$ cat config.mk
export PLATFORM = sky130hd
export DESIGN_NAME = move_ctrl_flat
export DESIGN_NICKNAME = d
export VERILOG_FILES = /design/src/rtl/connect4_pkg.sv /design/src/rtl/move_ctrl_if.sv /design/src/rtl/move_ctrl_key_decoder.sv /design/src/rtl/move_ctrl.sv /design/src/flat_wrapper.sv
export SDC_FILE = /design/constraint.sdc
export NUM_CORES = 1
export LEC_CHECK = 0
export ABC_CLOCK_PERIOD_IN_PS = 2810
export BUFFER_PORTS_ARGS = -buffer_cell sky130_fd_sc_hd__buf_2
export CORE_ASPECT_RATIO = 0.9
export CORE_MARGIN = 10
export CORE_UTILIZATION = 37
export DETAILED_ROUTE_END_ITERATION = 7
export GPL_TIMING_DRIVEN = 0
export MAX_ROUTING_LAYER = met4
export PLACE_DENSITY_LB_ADDON = 0.05
export SLEW_MARGIN = 20
export SYNTH_ARGS = -nofsm -noshare
export SYNTH_HDL_FRONTEND = slang
export SYNTH_SLANG_ARGS = --single-unit
$ cat constraint.sdc
create_clock -name frame_clk -period 2.81 [get_ports frame_clk]
set_input_delay 0.281 -clock frame_clk [delete_from_list [all_inputs] [get_ports frame_clk]]
set_output_delay 0.281 -clock frame_clk [all_outputs]
set_load 0.1 [all_outputs]
$ cat src/rtl/connect4_pkg.sv
// Shared Connect-4 constants, keycodes and the move-controller state type.
package connect4_pkg;

  localparam int NUM_COLS  = 7;
  localparam int NUM_ROWS  = 6;
  localparam int MAX_MOVES = NUM_COLS * NUM_ROWS;

  localparam logic [7:0] KEY_1     = 8'h1E;
  localparam logic [7:0] KEY_2     = 8'h1F;
  localparam logic [7:0] KEY_3     = 8'h20;
  localparam logic [7:0] KEY_4     = 8'h21;
  localparam logic [7:0] KEY_5     = 8'h22;
  localparam logic [7:0] KEY_6     = 8'h23;
  localparam logic [7:0] KEY_7     = 8'h24;
  localparam logic [7:0] KEY_LEFT  = 8'h50;
  localparam logic [7:0] KEY_RIGHT = 8'h4F;
  localparam logic [7:0] KEY_ENTER = 8'h28;
  localparam logic [7:0] KEY_SPACE = 8'h2C;

  typedef enum logic [2:0] {
    IDLE,
    ISSUE,
    HOLDOFF,
    WAIT_REL,
    LOCK
  } move_state_t;

  function automatic logic [NUM_COLS-1:0] col_onehot(input logic [2:0] idx);
    return NUM_COLS'(1) << idx;
  endfunction

endpackage

$ cat src/rtl/move_ctrl_if.sv
// Keyboard/occupancy inputs and drop-command outputs of move_ctrl.
// MOVE_CTRL_CURSOR_EN adds the cursor position signal.
interface move_ctrl_if;
  import connect4_pkg::*;

  logic [7:0]          keycode;
  logic [NUM_COLS-1:0] column_full;
  logic                game_over;
  logic                drop_valid;
  logic [NUM_COLS-1:0] drop_col;
  logic                drop_red;
  logic                turn_red;
  logic                invalid_move;
  logic [5:0]          move_count;
`ifdef MOVE_CTRL_CURSOR_EN
  logic [2:0]          cursor;
`endif

  modport master (
    output keycode, column_full, game_over,
    input  drop_valid, drop_col, drop_red, turn_red, invalid_move, move_count
`ifdef MOVE_CTRL_CURSOR_EN
    , input cursor
`endif
  );

  modport slave (
    input  keycode, column_full, game_over,
    output drop_valid, drop_col, drop_red, turn_red, invalid_move, move_count
`ifdef MOVE_CTRL_CURSOR_EN
    , output cursor
`endif
  );

endinterface

$ cat src/rtl/move_ctrl_key_decoder.sv
// key_decoder: classifies an HID keycode. Navigation/drop keys decode only
// when MOVE_CTRL_CURSOR_EN is defined; otherwise they are plain non-column keys.
module key_decoder
  import connect4_pkg::*;
(
  input  logic [7:0] keycode_i,
  output logic       is_col_o,
  output logic [2:0] col_idx_o,
  output logic       is_left_o,
  output logic       is_right_o,
  output logic       is_drop_o
);

  always_comb begin
    is_col_o   = 1'b0;
    col_idx_o  = 3'd0;
    is_left_o  = 1'b0;
    is_right_o = 1'b0;
    is_drop_o  = 1'b0;
    if (keycode_i >= KEY_1 && keycode_i <= KEY_7) begin
      is_col_o  = 1'b1;
      col_idx_o = 3'(keycode_i - KEY_1);
    end
`ifdef MOVE_CTRL_CURSOR_EN
    is_left_o  = (keycode_i == KEY_LEFT);
    is_right_o = (keycode_i == KEY_RIGHT);
    is_drop_o  = (keycode_i == KEY_ENTER) || (keycode_i == KEY_SPACE);
`endif
  end

endmodule

$ cat src/rtl/move_ctrl.sv
// move_ctrl: turns key presses into single turn-stamped column drop strobes.
// Optional cursor navigation is enabled by defining MOVE_CTRL_CURSOR_EN.
module move_ctrl
  import connect4_pkg::*;
#(
  parameter int HOLDOFF_FRAMES = 8,
  parameter bit FIRST_RED      = 1'b1
) (
  input  logic       frame_clk,
  input  logic       Reset,
  move_ctrl_if.slave bus
);

  localparam int               CNT_W     = (HOLDOFF_FRAMES > 0) ? $clog2(HOLDOFF_FRAMES + 1) : 1;
  localparam logic [CNT_W-1:0] HOLD_LOAD = CNT_W'(HOLDOFF_FRAMES);
  localparam logic [5:0]       MOVES_MAX = 6'(MAX_MOVES);

  move_state_t         state_q, state_d;
  logic [CNT_W-1:0]    hold_cnt_q, hold_cnt_d;
  logic                drop_valid_q, drop_valid_d;
  logic [NUM_COLS-1:0] drop_col_q, drop_col_d;
  logic                drop_red_q, drop_red_d;
  logic                turn_red_q, turn_red_d;
  logic                invalid_q, invalid_d;
  logic [5:0]          move_count_q, move_count_d;
`ifdef MOVE_CTRL_CURSOR_EN
  logic [2:0]          cursor_q, cursor_d;
`endif

  logic       is_col, is_left, is_right, is_drop;
  logic [2:0] col_idx, req_col;

  key_decoder u_dec (
    .keycode_i  (bus.keycode),
    .is_col_o   (is_col),
    .col_idx_o  (col_idx),
    .is_left_o  (is_left),
    .is_right_o (is_right),
    .is_drop_o  (is_drop)
  );

`ifdef MOVE_CTRL_CURSOR_EN
  assign req_col = is_drop ? cursor_q : col_idx;
`else
  assign req_col = col_idx;
`endif

  always_ff @(posedge frame_clk or negedge Reset) begin
    if (!Reset) begin
      state_q      <= IDLE;
      hold_cnt_q   <= '0;
      drop_valid_q <= 1'b0;
      drop_col_q   <= '0;
      drop_red_q   <= 1'b0;
      turn_red_q   <= FIRST_RED;
      invalid_q    <= 1'b0;
      move_count_q <= '0;
`ifdef MOVE_CTRL_CURSOR_EN
      cursor_q     <= 3'd3;
`endif
    end else begin
      state_q      <= state_d;
      hold_cnt_q   <= hold_cnt_d;
      drop_valid_q <= drop_valid_d;
      drop_col_q   <= drop_col_d;
      drop_red_q   <= drop_red_d;
      turn_red_q   <= turn_red_d;
      invalid_q    <= invalid_d;
      move_count_q <= move_count_d;
`ifdef MOVE_CTRL_CURSOR_EN
      cursor_q     <= cursor_d;
`endif
    end
  end

  always_comb begin
    state_d      = state_q;
    hold_cnt_d   = hold_cnt_q;
    drop_valid_d = 1'b0;
    drop_col_d   = '0;
    drop_red_d   = 1'b0;
    turn_red_d   = turn_red_q;
    invalid_d    = 1'b0;
    move_count_d = move_count_q;
`ifdef MOVE_CTRL_CURSOR_EN
    cursor_d     = cursor_q;
`endif
    case (state_q)
      IDLE: begin
        // game_over wins over any key seen on the same edge
        if (bus.game_over) begin
          state_d = LOCK;
        end else if (bus.keycode != 8'h00) begin
          if (is_col || is_drop) begin
`ifdef MOVE_CTRL_CURSOR_EN
            cursor_d = req_col;
`endif
            if (bus.column_full[req_col]) begin
              invalid_d = 1'b1;
              state_d   = WAIT_REL;
            end else begin
              drop_valid_d = 1'b1;
              drop_col_d   = col_onehot(req_col);
              drop_red_d   = turn_red_q;
              state_d      = ISSUE;
            end
          end else if (is_left || is_right) begin
`ifdef MOVE_CTRL_CURSOR_EN
            if (is_left && cursor_q != 3'd0)
              cursor_d = cursor_q - 3'd1;
            else if (is_right && cursor_q != 3'(NUM_COLS - 1))
              cursor_d = cursor_q + 3'd1;
`endif
            state_d = WAIT_REL;
          end else begin
            state_d = WAIT_REL;
          end
        end
      end
      ISSUE: begin
        // The in-flight drop always completes, even if game_over just rose
        turn_red_d = ~turn_red_q;
        if (move_count_q != MOVES_MAX)
          move_count_d = move_count_q + 6'd1;
        if (bus.game_over) begin
          state_d = LOCK;
        end else if (HOLDOFF_FRAMES == 0) begin
          state_d = WAIT_REL;
        end else begin
          hold_cnt_d = HOLD_LOAD;
          state_d    = HOLDOFF;
        end
      end
      HOLDOFF: begin
        if (bus.game_over) begin
          hold_cnt_d = '0;
          state_d    = LOCK;
        end else if (hold_cnt_q <= CNT_W'(1)) begin
          hold_cnt_d = '0;
          state_d    = WAIT_REL;
        end else begin
          hold_cnt_d = hold_cnt_q - CNT_W'(1);
        end
      end
      WAIT_REL: begin
        if (bus.game_over)
          state_d = LOCK;
        else if (bus.keycode == 8'h00)
          state_d = IDLE;
      end
      LOCK:    state_d = LOCK;
      default: state_d = IDLE;
    endcase
  end

  assign bus.drop_valid   = drop_valid_q;
  assign bus.drop_col     = drop_col_q;
  assign bus.drop_red     = drop_red_q;
  assign bus.turn_red     = turn_red_q;
  assign bus.invalid_move = invalid_q;
  assign bus.move_count   = move_count_q;
`ifdef MOVE_CTRL_CURSOR_EN
  assign bus.cursor       = cursor_q;
`endif

endmodule
$ cat src/flat_wrapper.sv
// flat-port wrapper written by rule: the top's interface ports become plain ports
module move_ctrl_flat import connect4_pkg::*;
#(
  parameter int HOLDOFF_FRAMES = 8,
  parameter bit FIRST_RED      = 1'b1
)
  (frame_clk, Reset, bus_keycode, bus_column_full, bus_game_over, bus_drop_valid, bus_drop_col, bus_drop_red, bus_turn_red, bus_invalid_move, bus_move_count);
  move_ctrl_if bus_i ();
  input  logic frame_clk;
  input  logic Reset;
  input wire logic [$bits(bus_i.keycode)-1:0] bus_keycode;
  input wire logic [$bits(bus_i.column_full)-1:0] bus_column_full;
  input wire logic [$bits(bus_i.game_over)-1:0] bus_game_over;
  output wire logic [$bits(bus_i.drop_valid)-1:0] bus_drop_valid;
  output wire logic [$bits(bus_i.drop_col)-1:0] bus_drop_col;
  output wire logic [$bits(bus_i.drop_red)-1:0] bus_drop_red;
  output wire logic [$bits(bus_i.turn_red)-1:0] bus_turn_red;
  output wire logic [$bits(bus_i.invalid_move)-1:0] bus_invalid_move;
  output wire logic [$bits(bus_i.move_count)-1:0] bus_move_count;
  assign bus_i.keycode = bus_keycode;
  assign bus_i.column_full = bus_column_full;
  assign bus_i.game_over = bus_game_over;
  assign bus_drop_valid = bus_i.drop_valid;
  assign bus_drop_col = bus_i.drop_col;
  assign bus_drop_red = bus_i.drop_red;
  assign bus_turn_red = bus_i.turn_red;
  assign bus_invalid_move = bus_i.invalid_move;
  assign bus_move_count = bus_i.move_count;
  move_ctrl #(.HOLDOFF_FRAMES(HOLDOFF_FRAMES), .FIRST_RED(FIRST_RED)) u_core (.frame_clk(frame_clk), .Reset(Reset), .bus(bus_i));
endmodule
==> flow_summary.yaml, run 1 <==
outcome:
  status: "finished, violations left"
  violations: "hold timing"
place:
  io_buffers: 33
  place_ws_ps: 747
  gp_congestion: 0.715
  dp_hpwl_mm: 2.25
  dp_cells: 199
  place_area_mm2: 0.00152
synth:
  synth_seq_cells: 24
  synth-adder-area-share_pct: 4.83
  syn-instance-count: 122
  synth_xor_area_share_pct: 4.73
  yosys.area_share.simple_pct: 19.8
  synth_area_leader_cell: "dfrtp_1"
  ys_seq_area_share_pct: 46.5
  synth_top_family_by_area: "simple AND/OR/NAND/NOR gates"
  yosysWarningCount: 0
  syn_nets: 145
  muxShareOfSynthArea_pct: 4.83
  avgSynthCellArea_um2: 10.6
  synth_cell_type_count: 42
  synth_compound_area_share_pct: 14.6
  synth_area_leaders: "dfrtp_1, ha_1, xnor2_1"
  synth_top_area_share_pct: 44.4
  synth_area_mm2: 0.00129
critical_path:
  crit_chain: "clkbuf_1 -> nor3b_1 -> o21ai_0 -> nor2_1 -> xor2_1"
  cp-end-kind: "register"
  max_stage_delay_ps: 640
  criticalPathCategory: "reg2reg"
  critPathLaunchType: "register"
  timing.reg2reg.setup_slack_ps: 750
  path_buf_inv: 1
  rr_worst_depth: 5
  critPathTopFamily: "simple AND/OR/NAND/NOR gates"
  slowest_stage: "nor3b_1"
  worstPathArrival_ps: 2260
  critPathMaxFanout: 10
  rr_endpoint: "u_core.bus.move_count[2]$_DFFE_PN0P_"
  cp.required_ps: 3010
  crit-reg2reg-launch: "u_core.state_q[1]$_DFFE_PN0P_"
clock_tree:
  hold_buffers: 0
  cts_resized: 0
  cts_made_buffers: 3
  root_buffer: "clkbuf_8"
  h-tree-depth: 1
  clk_path_buf_depth: 2
  cts_setup_buffers: 0
  cts_tree: "yes"
  insertion_delay_ps: 270
  cts.sinks: 24
  path_clk_slew_ps: 90
pwr:
  pwr-share-seq_pct: 36.0
  leakagePower_nw: 0.777
  p_int_mw: 0.772
  power.total_mw: 1.34
  switching_power_mw: 0.568
  p_clk_share_pct: 22.9
  swShare_pct: 42.4
  power_frac_comb_pct: 41.1
  cellPowerDensity_mw_per_mm2: 845
  ir_worst_vdd_v: 0.000369
sta:
  setup_tns_ps: 0
  max_freq_ghz: 0.485
  whs_ps: -20.0
  slew_viol_final: 0
  finalHoldViolCount: 23
  finalCritPeriodShare_pct: 73.4
  setup_slack_ps: 747
  fin_skew_ps: 7.04
  rsz0062_at_grt: "no"
  relSlewSlack_pct: 41.2
  final-setup-viol-count: 0
  tightest_slew_ps: 872
  period_needed_ps: 2060
floorplan:
  die_w_um: 82.4
  die-area_mm2: 0.00627
  die_y_um: 76.1
  core-area_mm2: 0.00338
  initial_utilization_pct: 38.3
  rows: 20
  io-pin-count: 35
layout:
  fin_area_mm2: 0.00159
  area_delta_synth_final_pct: 22.5
  diodes: 0
  final_cell_count_no_fill: 203
  layout.nets: 183
  drive_gt1_share_pct: 32.1
  post-route-util_pct: 47.0
grt:
  grt_max_degree: 25
  grt_pass1_vias: 1043
  antenna_found_initial: 0
  overflow: 0
  grt_pass1_wl_mm: 4.86
  grt_usage_pct: 9.88
detailed_routing:
  drt_drc_violations_left: 0
  viasPerCell: 4.97
  firstDrtPassIters: 4
  drt.antenna.violating_nets: 0
  route.vias.total: 1008
  wirelength_mm: 2.86
  drt_iter0_drc: 20
  routedWlPerCell_um: 14.1
run:
  cap_violations: 0
min_path:
  hold_path_class: "in2async"
[power by group through the flow]
| stage | sequential, mW | clock, mW | combinational (mW) |
|---|---|---|---|
| 6_report | 0.482 | 0.307 | 0.551 |
| 5_1_grt | 0.497 | 0.325 | 0.603 |
| 2_1_floorplan | 0.682 | 0 | 0.247 |
| 3_5_place_dp | 0.492 | 0 | 0.553 |
| 3_3_place_gp | 0.486 | 0 | 0.547 |
| 4_1_cts | 0.484 | 0.311 | 0.558 |
[registers in the layout, indices dropped and copies added (netlist names)]
| name | cells |
|---|---|
| u_core.state_q | 3 |
| u_core.bus.drop_red | 1 |
| u_core.bus.move_count | 6 |
| u_core.bus.drop_valid | 1 |
| u_core.bus.invalid_move | 1 |
| u_core.bus.turn_red | 1 |
| u_core.bus.drop_col | 7 |
| u_core.hold_cnt_q | 4 |
[layer usage]
layer	share of wire (%)	track usage, %
met5	0	-
met4	2.0	5.10
met3	5.1	1.65
met2	44	14.4
met1	48	12.6
[cell type report]
| cell class | instances | area (um^2) |
|---|---|---|
| Fill cell | 339 | 1790 |
| Multi-Input combinational cell | 84 | 632 |
| Sequential cell | 24 | 602 |
| Timing Repair Buffer | 33 | 165 |
| Tap cell | 44 | 55.1 |
| Clock buffer | 3 | 41.3 |
| Inverter | 10 | 37.5 |
| Clock inverter | 1 | 30.0 |
| Buffer | 4 | 23.8 |
[worst reg2reg max path, stage by stage (launching register included)]
cell and delay, ps:
dfrtp_1 370, clkbuf_1 240, nor3b_1 640, o21ai_0 380, nor2_1 200, xor2_1 170
[cells by family after synthesis]
kind of cell	Yosys count
buffers and inverters	14
and+or+nand+nor	45
xor gates and xnor gates	7
AOI/OAI and AO/OA	22
DFF	24
adders and majority gates	5
muxes	5
[Yosys cell counts (all sizes together)]
| cell type | n |
|---|---|
| nor2b | 1 |
| nand2 | 6 |
| nand4 | 1 |
| and4 | 1 |
| xnor2 | 5 |
| clkbuf | 2 |
| o2bb2ai | 1 |
| mux2i | 4 |
| a21oi | 1 |
| a2111oi | 2 |
| a22o | 1 |
| o311ai | 1 |
| o21ai | 7 |
| o21a | 1 |
| nand2b | 5 |
| a311oi | 1 |
| nand3 | 1 |
| nor3b | 2 |
| ha | 5 |
| a21o | 1 |
| or2 | 2 |
| or3 | 1 |
| and2 | 2 |
| inv | 10 |
| xor2 | 2 |
| o21bai | 1 |
| nor3 | 6 |
| nand4b | 2 |
| mux4 | 1 |
| nor4 | 3 |
| and3 | 1 |
| buf | 2 |
| dfstp | 1 |
| nor2 | 10 |
| or3b | 1 |
| o211ai | 4 |
| a211oi | 1 |
| dfrtp | 23 |
[layout by cell type (no fill, tap or decap), drive strengths merged, types with 2 or more instances in the layout]
cell	n
nand4b	2
and2	2
a2111oi	2
nand2	6
nor4	3
clkbuf	5
xnor2	5
o21ai	7
or2	2
nand2b	5
buf	35
xor2	2
dfrtp	23
nor3	6
ha	5
nor2	10
inv	10
nor3b	2
mux2i	4
o211ai	4
[how the worst max path moves through the flow]
stage	slack (ps)	end	cells after the start	start
2_1_floorplan	770	u_core.bus.move_count[2]$_DFFE_PN0P_	5	u_core.bus.move_count[1]$_DFFE_PN0P_
3_3_place_gp	760	u_core.bus.move_count[2]$_DFFE_PN0P_	5	u_core.state_q[1]$_DFFE_PN0P_
3_5_place_dp	750	u_core.bus.move_count[2]$_DFFE_PN0P_	5	u_core.state_q[1]$_DFFE_PN0P_
4_1_cts	690	u_core.bus.move_count[2]$_DFFE_PN0P_	5	u_core.state_q[1]$_DFFE_PN0P_
5_1_grt	470	u_core.bus.move_count[2]$_DFFE_PN0P_	5	u_core.state_q[1]$_DFFE_PN0P_
6_report	750	u_core.bus.move_count[2]$_DFFE_PN0P_	5	u_core.state_q[1]$_DFFE_PN0P_
Power figures use the tool's default switching activity.
==> run 2: changes to the inputs <==
--- a/config.mk
+++ b/config.mk
@@ -5,7 +5,7 @@
 export SDC_FILE = /design/constraint.sdc
 export NUM_CORES = 1
 export LEC_CHECK = 0
-export ABC_CLOCK_PERIOD_IN_PS = 2810
+export ABC_CLOCK_PERIOD_IN_PS = 2100
 export BUFFER_PORTS_ARGS = -buffer_cell sky130_fd_sc_hd__buf_2
 export CORE_ASPECT_RATIO = 0.9
 export CORE_MARGIN = 10
==> constraint.sdc (replaced) <==
create_clock -name frame_clk -period 2.1 [get_ports frame_clk]
set_input_delay 0.21 -clock frame_clk [delete_from_list [all_inputs] [get_ports frame_clk]]
set_output_delay 0.21 -clock frame_clk [all_outputs]
set_load 0.1 [all_outputs]
==> run 2 against run 1 <==
The run now ends clean. Total power is 34% higher. Count of clock-buffer cells in the layout unchanged. Maximum frequency grew 8.8%. Worst setup slack got worse by 540 ps. Clock skew down 2.1 ps. Combinational power is 35% higher. Critical path type unchanged. Critical endpoint is now u_core.hold_cnt_q[2]$_DFFE_PN0P_. Largest power group unchanged.
==> flow_summary.yaml, run 2 (synthesis gave the netlist of run 1 again) <==
place:
  io_buffers: 33
  dp_hpwl_mm: 2.25
  place_area_mm2: 0.00152
  gp_congestion: 0.715
  place_ws_ps: 36.7
  dp_cells: 199
grt:
  antenna_found_initial: 0
  overflow: 0
  grt_max_degree: 25
  grt_pass1_wl_mm: 4.86
  grt_pass1_vias: 1048
  grt_usage_pct: 9.90
sta:
  rsz0062_at_grt: "no"
  whs_ps: 250
  tightest_slew_ps: 876
  relSlewSlack_pct: 40.9
  setup_slack_ps: 204
  setup_tns_ps: 0
  finalHoldViolCount: 0
  final-setup-viol-count: 0
  period_needed_ps: 1900
  finalCritPeriodShare_pct: 90.3
  max_freq_ghz: 0.527
  fin_skew_ps: 4.90
  slew_viol_final: 0
critical_path:
  critPathLaunchType: "register"
  worstPathArrival_ps: 2030
  criticalPathCategory: "reg2reg"
  critPathMaxFanout: 5
  cp-end-kind: "register"
  cp.required_ps: 2230
floorplan:
  rows: 20
  die_y_um: 76.1
  initial_utilization_pct: 38.3
  io-pin-count: 35
  core-area_mm2: 0.00338
  die_w_um: 82.4
  die-area_mm2: 0.00627
layout:
  final_cell_count_no_fill: 204
  layout.nets: 184
  diodes: 0
  area_delta_synth_final_pct: 23.7
  fill_cells: 340
  final_common_cell: "buf_2"
  largest_reg_flops: 7
  drive_gt1_share_pct: 32.5
  fin_area_mm2: 0.00160
  final_cell_mix: "buf_2, dfrtp_1, inv_1, nor2_1, o21ai_0"
clock_tree:
  cts_made_buffers: 3
  root_buffer: "clkbuf_8"
  clk_path_buf_depth: 2
  h-tree-depth: 1
  insertion_delay_ps: 270
  cts_tree: "yes"
  cts.sinks: 24
  path_clk_slew_ps: 90
pwr:
  leakagePower_nw: 0.783
  ir_worst_vdd_v: 0.000472
  cellPowerDensity_mw_per_mm2: 1120
run:
  cap_violations: 0
outcome:
  status: "finished clean"
min_path:
  hold_path_class: "in2reg"
detailed_routing:
  wirelength_mm: 2.85
  viasPerCell: 4.98
  route.vias.total: 1015
  routedWlPerCell_um: 14.0
  drt.antenna.violating_nets: 0
  drt_iter0_drc: 23
  drt_drc_violations_left: 0
  firstDrtPassIters: 4
## run 2: cell types whose count changed in the layout (fill, tap and decap cells not counted), sizes merged
cell	previous run	this run
dlygate4sd3	0	1
## run 2: worst paths after layout
check,startpoint,slack [ps],depth (start not counted),endpoint
min in group asynchronous,Reset,450,2,u_core.bus.move_count[1]$_DFFE_PN0P_
max in group asynchronous,Reset,1290,2,u_core.bus.turn_red$_DFFE_PN1P_
hold reg to reg,u_core.bus.move_count[5]$_DFFE_PN0P_,500,1,u_core.bus.move_count[5]$_DFFE_PN0P_
setup / recovery,u_core.hold_cnt_q[0]$_DFFE_PN0P_,200,6,u_core.hold_cnt_q[2]$_DFFE_PN0P_
hold / removal,bus_game_over,250,3,u_core.state_q[2]$_DFFE_PN0P_
setup reg to reg,u_core.hold_cnt_q[0]$_DFFE_PN0P_,200,6,u_core.hold_cnt_q[2]$_DFFE_PN0P_
## run 2: critical path, stage by stage, from the launching register on
cell       delay (ps)
dfrtp_1           430
inv_1              80
ha_1              180
nor2_1             70
o311ai_0          730
o21bai_1          120
o2bb2ai_1         150
## run 2: final cells by class
cell class	instances	area [um^2]	area share, %
repair buffers	34	175	10.9
inverters	10	37.5	2.34
flip-flops and latches	24	602	37.6
clock inverters	1	30.0	1.87
multi-input cells	84	637	39.8
clock buffers	3	41.3	2.58
plain buffers	4	23.8	1.48
well taps	44	55.1	3.44
## run 2: stage by stage
stage | total power, mW | utilization (%)
after floorplan | 1.24 | -
after global placement | 1.38 | 44.9
after detailed placement | 1.40 | 44.9
after CTS | 1.82 | 47.4
after global routing | 1.91 | 47.4
final | 1.80 | 47.4
## run 2: report_power, final
| part | internal [mW] | switching (mW) |
|---|---|---|
| Clock | 0.255 | 0.153 |
| Sequential | 0.556 | 0.0898 |
| Combinational | 0.226 | 0.516 |
## run 2: routing by layer
metal	track usage (%)	up-vias	part of all wire [%]
li1	-	507	-
met2	14.5	28	44
met1	12.6	476	49
met5	-	-	0
met3	1.65	4	5.1
met4	5.10	0	2.0
## run 2: what timing repair did
action | in CTS | in global routing
resized for setup | 1 | 0
setup buffers | 0 | 0
endpoints found under the hold margin | 23 | 0
endpoints found under the setup margin | 1 | 0
hold buffers | 1 | 0
